<file path="config.mk">
export PLATFORM = sky130hd
export DESIGN_NAME = game_flow_fsm
export DESIGN_NICKNAME = d
export VERILOG_FILES = /design/src/rtl/game_flow_fsm.sv
export SDC_FILE = /design/constraint.sdc
export NUM_CORES = 1
export LEC_CHECK = 0
export BUFFER_PORTS_ARGS = -buffer_cell sky130_fd_sc_hd__buf_4
export CORE_MARGIN = 2
export CORE_UTILIZATION = 45
export CTS_CLUSTER_SIZE = 8
export DETAILED_ROUTE_END_ITERATION = 12
export GPL_TIMING_DRIVEN = 0
export PLACE_DENSITY = 0.7
export SYNTH_ARGS = -nofsm -noshare
export SYNTH_HDL_FRONTEND = slang
export SYNTH_SLANG_ARGS = --single-unit
</file>
<file path="constraint.sdc">
create_clock -name clk -period 2.5 [get_ports clk]
set_clock_uncertainty 0.1 [all_clocks]
set_input_delay 0.25 -clock clk [delete_from_list [all_inputs] [get_ports clk]]
set_output_delay 0.25 -clock clk [all_outputs]
set_load 0.05 [all_outputs]
</file>
<file path="src/rtl/game_flow_fsm.sv">
// Top-level game sequencer: start screen, per-round intro, gameplay, game over.
// Drives one-hot screen enables and round information for the renderers.
module game_flow_fsm #(
    parameter int N_ROUNDS          = 3,
    parameter int BTN_X             = 384,
    parameter int BTN_Y             = 300,
    parameter int BTN_W             = 256,
    parameter int BTN_H             = 64,
    parameter int INTRO_CYCLES      = 65000000,
    parameter int GO_HOLD_CYCLES    = 32500000,
    parameter int GO_TIMEOUT_CYCLES = 650000000,
    localparam int RW = (N_ROUNDS > 1) ? $clog2(N_ROUNDS) : 1
) (
    input  logic          clk,
    input  logic          rst_n,
    input  logic          left_mouse,
    input  logic [11:0]   mouse_xpos,
    input  logic [11:0]   mouse_ypos,
    input  logic          round_done,
    input  logic          game_lost,
    output logic          start_screen_enable,
    output logic          intro_enable,
    output logic          game_enable,
    output logic          game_end_enable,
    output logic [RW-1:0] round_idx,
    output logic          round_start,
    output logic          last_round
);

    localparam int TMAX = (INTRO_CYCLES > GO_TIMEOUT_CYCLES) ?
                          INTRO_CYCLES : GO_TIMEOUT_CYCLES;
    localparam int TW = $clog2(TMAX + 1);

    localparam logic [1:0] START     = 2'd0;
    localparam logic [1:0] INTRO     = 2'd1;
    localparam logic [1:0] RUNNING   = 2'd2;
    localparam logic [1:0] GAME_OVER = 2'd3;

    localparam logic [TW-1:0] T_INTRO_END = TW'(INTRO_CYCLES - 1);
    localparam logic [TW-1:0] T_HOLD      = TW'(GO_HOLD_CYCLES);
    localparam logic [TW-1:0] T_GO_END    = TW'(GO_TIMEOUT_CYCLES - 1);
    localparam logic [RW-1:0] R_LAST      = RW'(N_ROUNDS - 1);

    // 13-bit bounds so BTN_X+BTN_W cannot wrap at the 12-bit screen edge
    localparam logic [12:0] BX0 = 13'(BTN_X);
    localparam logic [12:0] BX1 = 13'(BTN_X + BTN_W);
    localparam logic [12:0] BY0 = 13'(BTN_Y);
    localparam logic [12:0] BY1 = 13'(BTN_Y + BTN_H);

    logic [1:0]    state;
    logic [1:0]    state_d;
    logic [TW-1:0] timer;
    logic [TW-1:0] timer_d;
    logic [RW-1:0] round_d;
    logic          round_start_d;
    logic          left_mouse_q;
    logic          click;
    logic          in_btn;
    logic [12:0]   x13;
    logic [12:0]   y13;

    assign x13    = {1'b0, mouse_xpos};
    assign y13    = {1'b0, mouse_ypos};
    assign in_btn = (x13 >= BX0) && (x13 < BX1) &&
                    (y13 >= BY0) && (y13 < BY1);
    assign click  = left_mouse & ~left_mouse_q;

    assign last_round = (round_idx == R_LAST);

    always_comb begin
        state_d       = state;
        timer_d       = timer;
        round_d       = round_idx;
        round_start_d = 1'b0;
        case (state)
            START: begin
                timer_d = '0;
                if (click && in_btn) begin
                    state_d = INTRO;
                    round_d = '0;
                end
            end
            INTRO: begin
                if (timer == T_INTRO_END) begin
                    state_d       = RUNNING;
                    timer_d       = '0;
                    round_start_d = 1'b1;
                end else begin
                    timer_d = timer + TW'(1);
                end
            end
            RUNNING: begin
                timer_d = '0;
                if (game_lost) begin
                    state_d = GAME_OVER;
                end else if (round_done) begin
                    if (last_round) begin
                        state_d = GAME_OVER;
                    end else begin
                        state_d = INTRO;
                        round_d = round_idx + RW'(1);
                    end
                end
            end
            GAME_OVER: begin
                // leaving at T_GO_END means the timer never passes it
                if ((click && timer >= T_HOLD) || timer == T_GO_END) begin
                    state_d = START;
                    timer_d = '0;
                end else begin
                    timer_d = timer + TW'(1);
                end
            end
            default: begin
                state_d = START;
                timer_d = '0;
                round_d = '0;
            end
        endcase
    end

    always_ff @(posedge clk or negedge rst_n) begin
        if (!rst_n) begin
            state        <= START;
            timer        <= '0;
            round_idx    <= '0;
            round_start  <= 1'b0;
            left_mouse_q <= 1'b1;
        end else begin
            state        <= state_d;
            timer        <= timer_d;
            round_idx    <= round_d;
            round_start  <= round_start_d;
            left_mouse_q <= left_mouse;
        end
    end

    assign start_screen_enable = (state == START);
    assign intro_enable        = (state == INTRO);
    assign game_enable         = (state == RUNNING);
    assign game_end_enable     = (state == GAME_OVER);

endmodule

</file>
==> summary.txt <==
CTS
  • Post-cts resize count: 0
  • CTS Sinks: 36
  • Worst-case clock buffer depth: 2
  • CTS buffer count: 5
  • Setup Buffers After CTS: 0
  • Clk_lat worst skew: between 200 and 300 ps
  • Root buffer cell: clkbuf_8
  • CTS H-Tree Depth: 2
  • Clock-pin slew on the worst setup and hold paths: around 70 ps
  • CTS tree: yes

Setup path
  • Critical path required time: ~2600 ps
  • Critical path cell sequence: ha_1 -> nand3_1 -> nor2_1 -> clkbuf_1 -> nand4b_1 -> xor2_1 -> a21oi_1
  • WP data arrival: about 2200 ps
  • Crit end category: flop
  • CP Max Fanout: 10
  • CP max-delay cell: dfrtp_1
  • CP Launch Type: flop
  • Crit path largest cell delay: about 410 ps
  • Critical path type: reg -> reg

Drt
  • DR top layer: met4
  • DRC: 0
  • Detailed-route wire length per cell: between 15 and 20 um
  • DRT iter0 DRCs: between 150 and 200
  • Routed vias/inst: about 5.7
  • DR vias: approximately 1800
  • Final wirelength: slightly below 5000 um
  • M1 WL: approximately 2300 um
  • Met3 wire length: 202 um
  • Pre-antenna DRT Iters: 4
  • Post-route ant nets: 0
  • Met2 WL: between 2000 and 2500 um

Synthesis
  • Seq/Total Area, Yosys: ~43%
  • Top cell type's share of synthesized area: about two fifths
  • Synth Net Count: ~250
  • Avg Inst Size Synth: roughly 9.6 um^2
  • Mapped Area: between 2000 and 2500 um^2
  • EDFF count, synth: 0
  • Top cells by area, synth: dfrtp_1 41%, xor2_1 8.7%, a21oi_1 5.9%, nand4_1 3.8%, nand3_1 3.5%
  • Main synth FF type: dfrtp_1
  • Synth area leader: dfrtp_1
  • Synth warn: 0
  • Most frequent cell after synthesis: dfrtp_1
  • Ys async rst share: 100%
  • Synth top cells by count: 35 x dfrtp_1, 25 x a21oi_1, 21 x xor2_1
  • Yosys cell types: 46
  • Post-Syn Instances: about 220
  • Synth Register Bits: 36

Floorplanning
  • I/O pins: 37
  • Die width: between 70 and 80 um
  • Core region area: approximately 4400 um^2
  • DIE AREA: about 5300 um^2
  • Die Y: 72.7 um
  • Rows: 24
  • Starting density of the core: between 40 and 50%

Timing
  • Endpoints failing hold: 0
  • Endpoints failing setup: 0
  • Worst hold slack: about 150 ps
  • Max Freq: between 0.4 and 0.5 GHz
  • Setup TNS: 0 ps
  • Fin. max-slew vios: 0
  • Max-slew headroom: 65.4%
  • Worst setup margin: roughly 420 ps
  • RSZ-0062 raised after global routing: no
  • Crit path time final: 2080 ps
  • Worst slew pin tran: between 500 and 600 ps
  • Final Cycle Share: 83.2%

Power
  • PD cells: ~420 nW/um^2
  • Final Power: 1.05 mW
  • Peak VDD IR: between 0.2 and 0.3 mV
  • Pleak: between 1 and 1.5 nW

Cells and area
  • Antenna cells: 0
  • Share of cells above drive strength 1: a little under a quarter
  • Non-Filler Cell Area, Final: roughly 2500 um^2
  • FF/Latch Area: between 900 and 1000 um^2
  • Multi-input gate area: 1090 um^2
  • Final core utilization: 56.3%
  • Layout Cells excl Fill: a little over 300
  • Fill cell count: between 400 and 500
  • Final nets: 289
  • P&R area growth vs syn: 17.9%

Place
  • Total instance count after detailed placement: 300
  • Pre-CTS setup slack: between 400 and 500 ps
  • Dpl cell area: ~2400 um^2
  • Post-DP HPWL: around 3500 um
  • I/O Buffers: 27
  • Gpl congestion: between 0.9 and 1

Global route
  • Tot GR Track Use: approximately a fifth
  • Number of global-route vias before repair: 1817
  • Initial antenna violation count: 0
  • First-pass GRT wire length: approximately 8000 um
  • Gr ovfl total: 0
  • Largest net degree at the start of global routing: 37

Run status
  • Status: completed

Worst hold path
  • Hold Path Class: in -> reg

Flow run
  • Max-Cap Viols: 0
==> timing repair <==
action	4_1_cts	5_1_grt
setup endpoints to repair	0	0
hold buffers	2	0
hold endpoints to repair	36	0
==> worst max-delay path: cells and delay by family (launching register included) <==
kind,cells,cell delay (ps)
AOI/OAI and AO/OA,1,110
xor gates and xnor gates,1,190
adders and majority gates,1,260
buffers and inverters,1,410
DFF,1,410
and+or+nand+nor,3,520
==> power by group <==
group,internal (mW),leakage [nW],total (mW),switching (mW)
sequential,0.584,0.474,0.584,0.000188
clock,0.220,0.0510,0.425,0.206
combinational,0.0238,0.555,0.0437,0.0199
==> area by class of cell <==
| cell class | instances | share of cell area [%] |
|---|---|---|
| clock buffer | 6 | 3.30 |
| sequential | 36 | 36.1 |
| clock inverter | 2 | 0.400 |
| tap | 52 | 2.60 |
| inverter | 7 | 1.05 |
| timing repair buffer | 29 | 8.90 |
| multi-input combinational | 167 | 43.7 |
| buffer | 11 | 3.95 |
==> flip-flops by register name, indices dropped and copies added (netlist names) <==
| signal | cells |
|---|---|
| timer | 30 |
| round_idx | 2 |
| state | 2 |
| left_mouse_q | 1 |
| round_start | 1 |
==> layer usage <==
metal | global-route usage, % | up-vias
met5 | 0 | -
met4 | 7.41 | 0
met3 | 5.11 | 8
met2 | 31.9 | 40
met1 | 27.5 | 867
li1 | - | 861
==> cells in the final DEF (no fill, tap or decap), types with 2 or more instances in the layout <==
| cell type | count |
|---|---|
| and4_1 | 2 |
| nand4bb_1 | 2 |
| a22o_1 | 2 |
| a21oi_1 | 25 |
| xor2_1 | 21 |
| o31ai_1 | 2 |
| xnor2_1 | 7 |
| clkbuf_1 | 2 |
| dfrtp_1 | 35 |
| a21oi_2 | 7 |
| nand4b_1 | 2 |
| nand3_1 | 15 |
| buf_2 | 3 |
| nand4_1 | 13 |
| buf_4 | 27 |
| clkbuf_8 | 6 |
| clkinv_2 | 2 |
| nor2b_1 | 3 |
| nand2_1 | 16 |
| nor3_2 | 2 |
| and3_1 | 2 |
| buf_6 | 5 |
| ha_1 | 3 |
| nor4_1 | 3 |
| inv_1 | 7 |
| dlygate4sd3_1 | 2 |
| nor2_1 | 13 |
| nor3_1 | 7 |
==> logic make-up (layout without fill, tap and decap cells) <==
kind of cell | after synthesis | count (layout) | share of synthesized area, %
and+or+nand+nor | 91 | 91 | 24.4
AOI/OAI and AO/OA | 45 | 45 | 13.8
DFF | 36 | 36 | 42.5
xor gates and xnor gates | 28 | 28 | 11.6
buffers and inverters | 18 | 55 | 5.90
adders and majority gates | 3 | 3 | 1.77
==> worst paths after layout <==
kind,depth (start not counted),slack (ps),start,end
max reg2reg,7,420,timer[0]$_DFF_PN0_,timer[24]$_DFF_PN0_
max in group asynchronous,2,1600,rst_n,left_mouse_q$_DFF_PN1_
min reg2reg,1,410,timer[0]$_DFF_PN0_,timer[0]$_DFF_PN0_
max,7,420,timer[0]$_DFF_PN0_,timer[24]$_DFF_PN0_
min in group asynchronous,2,360,rst_n,timer[27]$_DFF_PN0_
min,3,150,round_done,state[0]$_DFFE_PN0P_
Power figures use the tool's default switching activity.
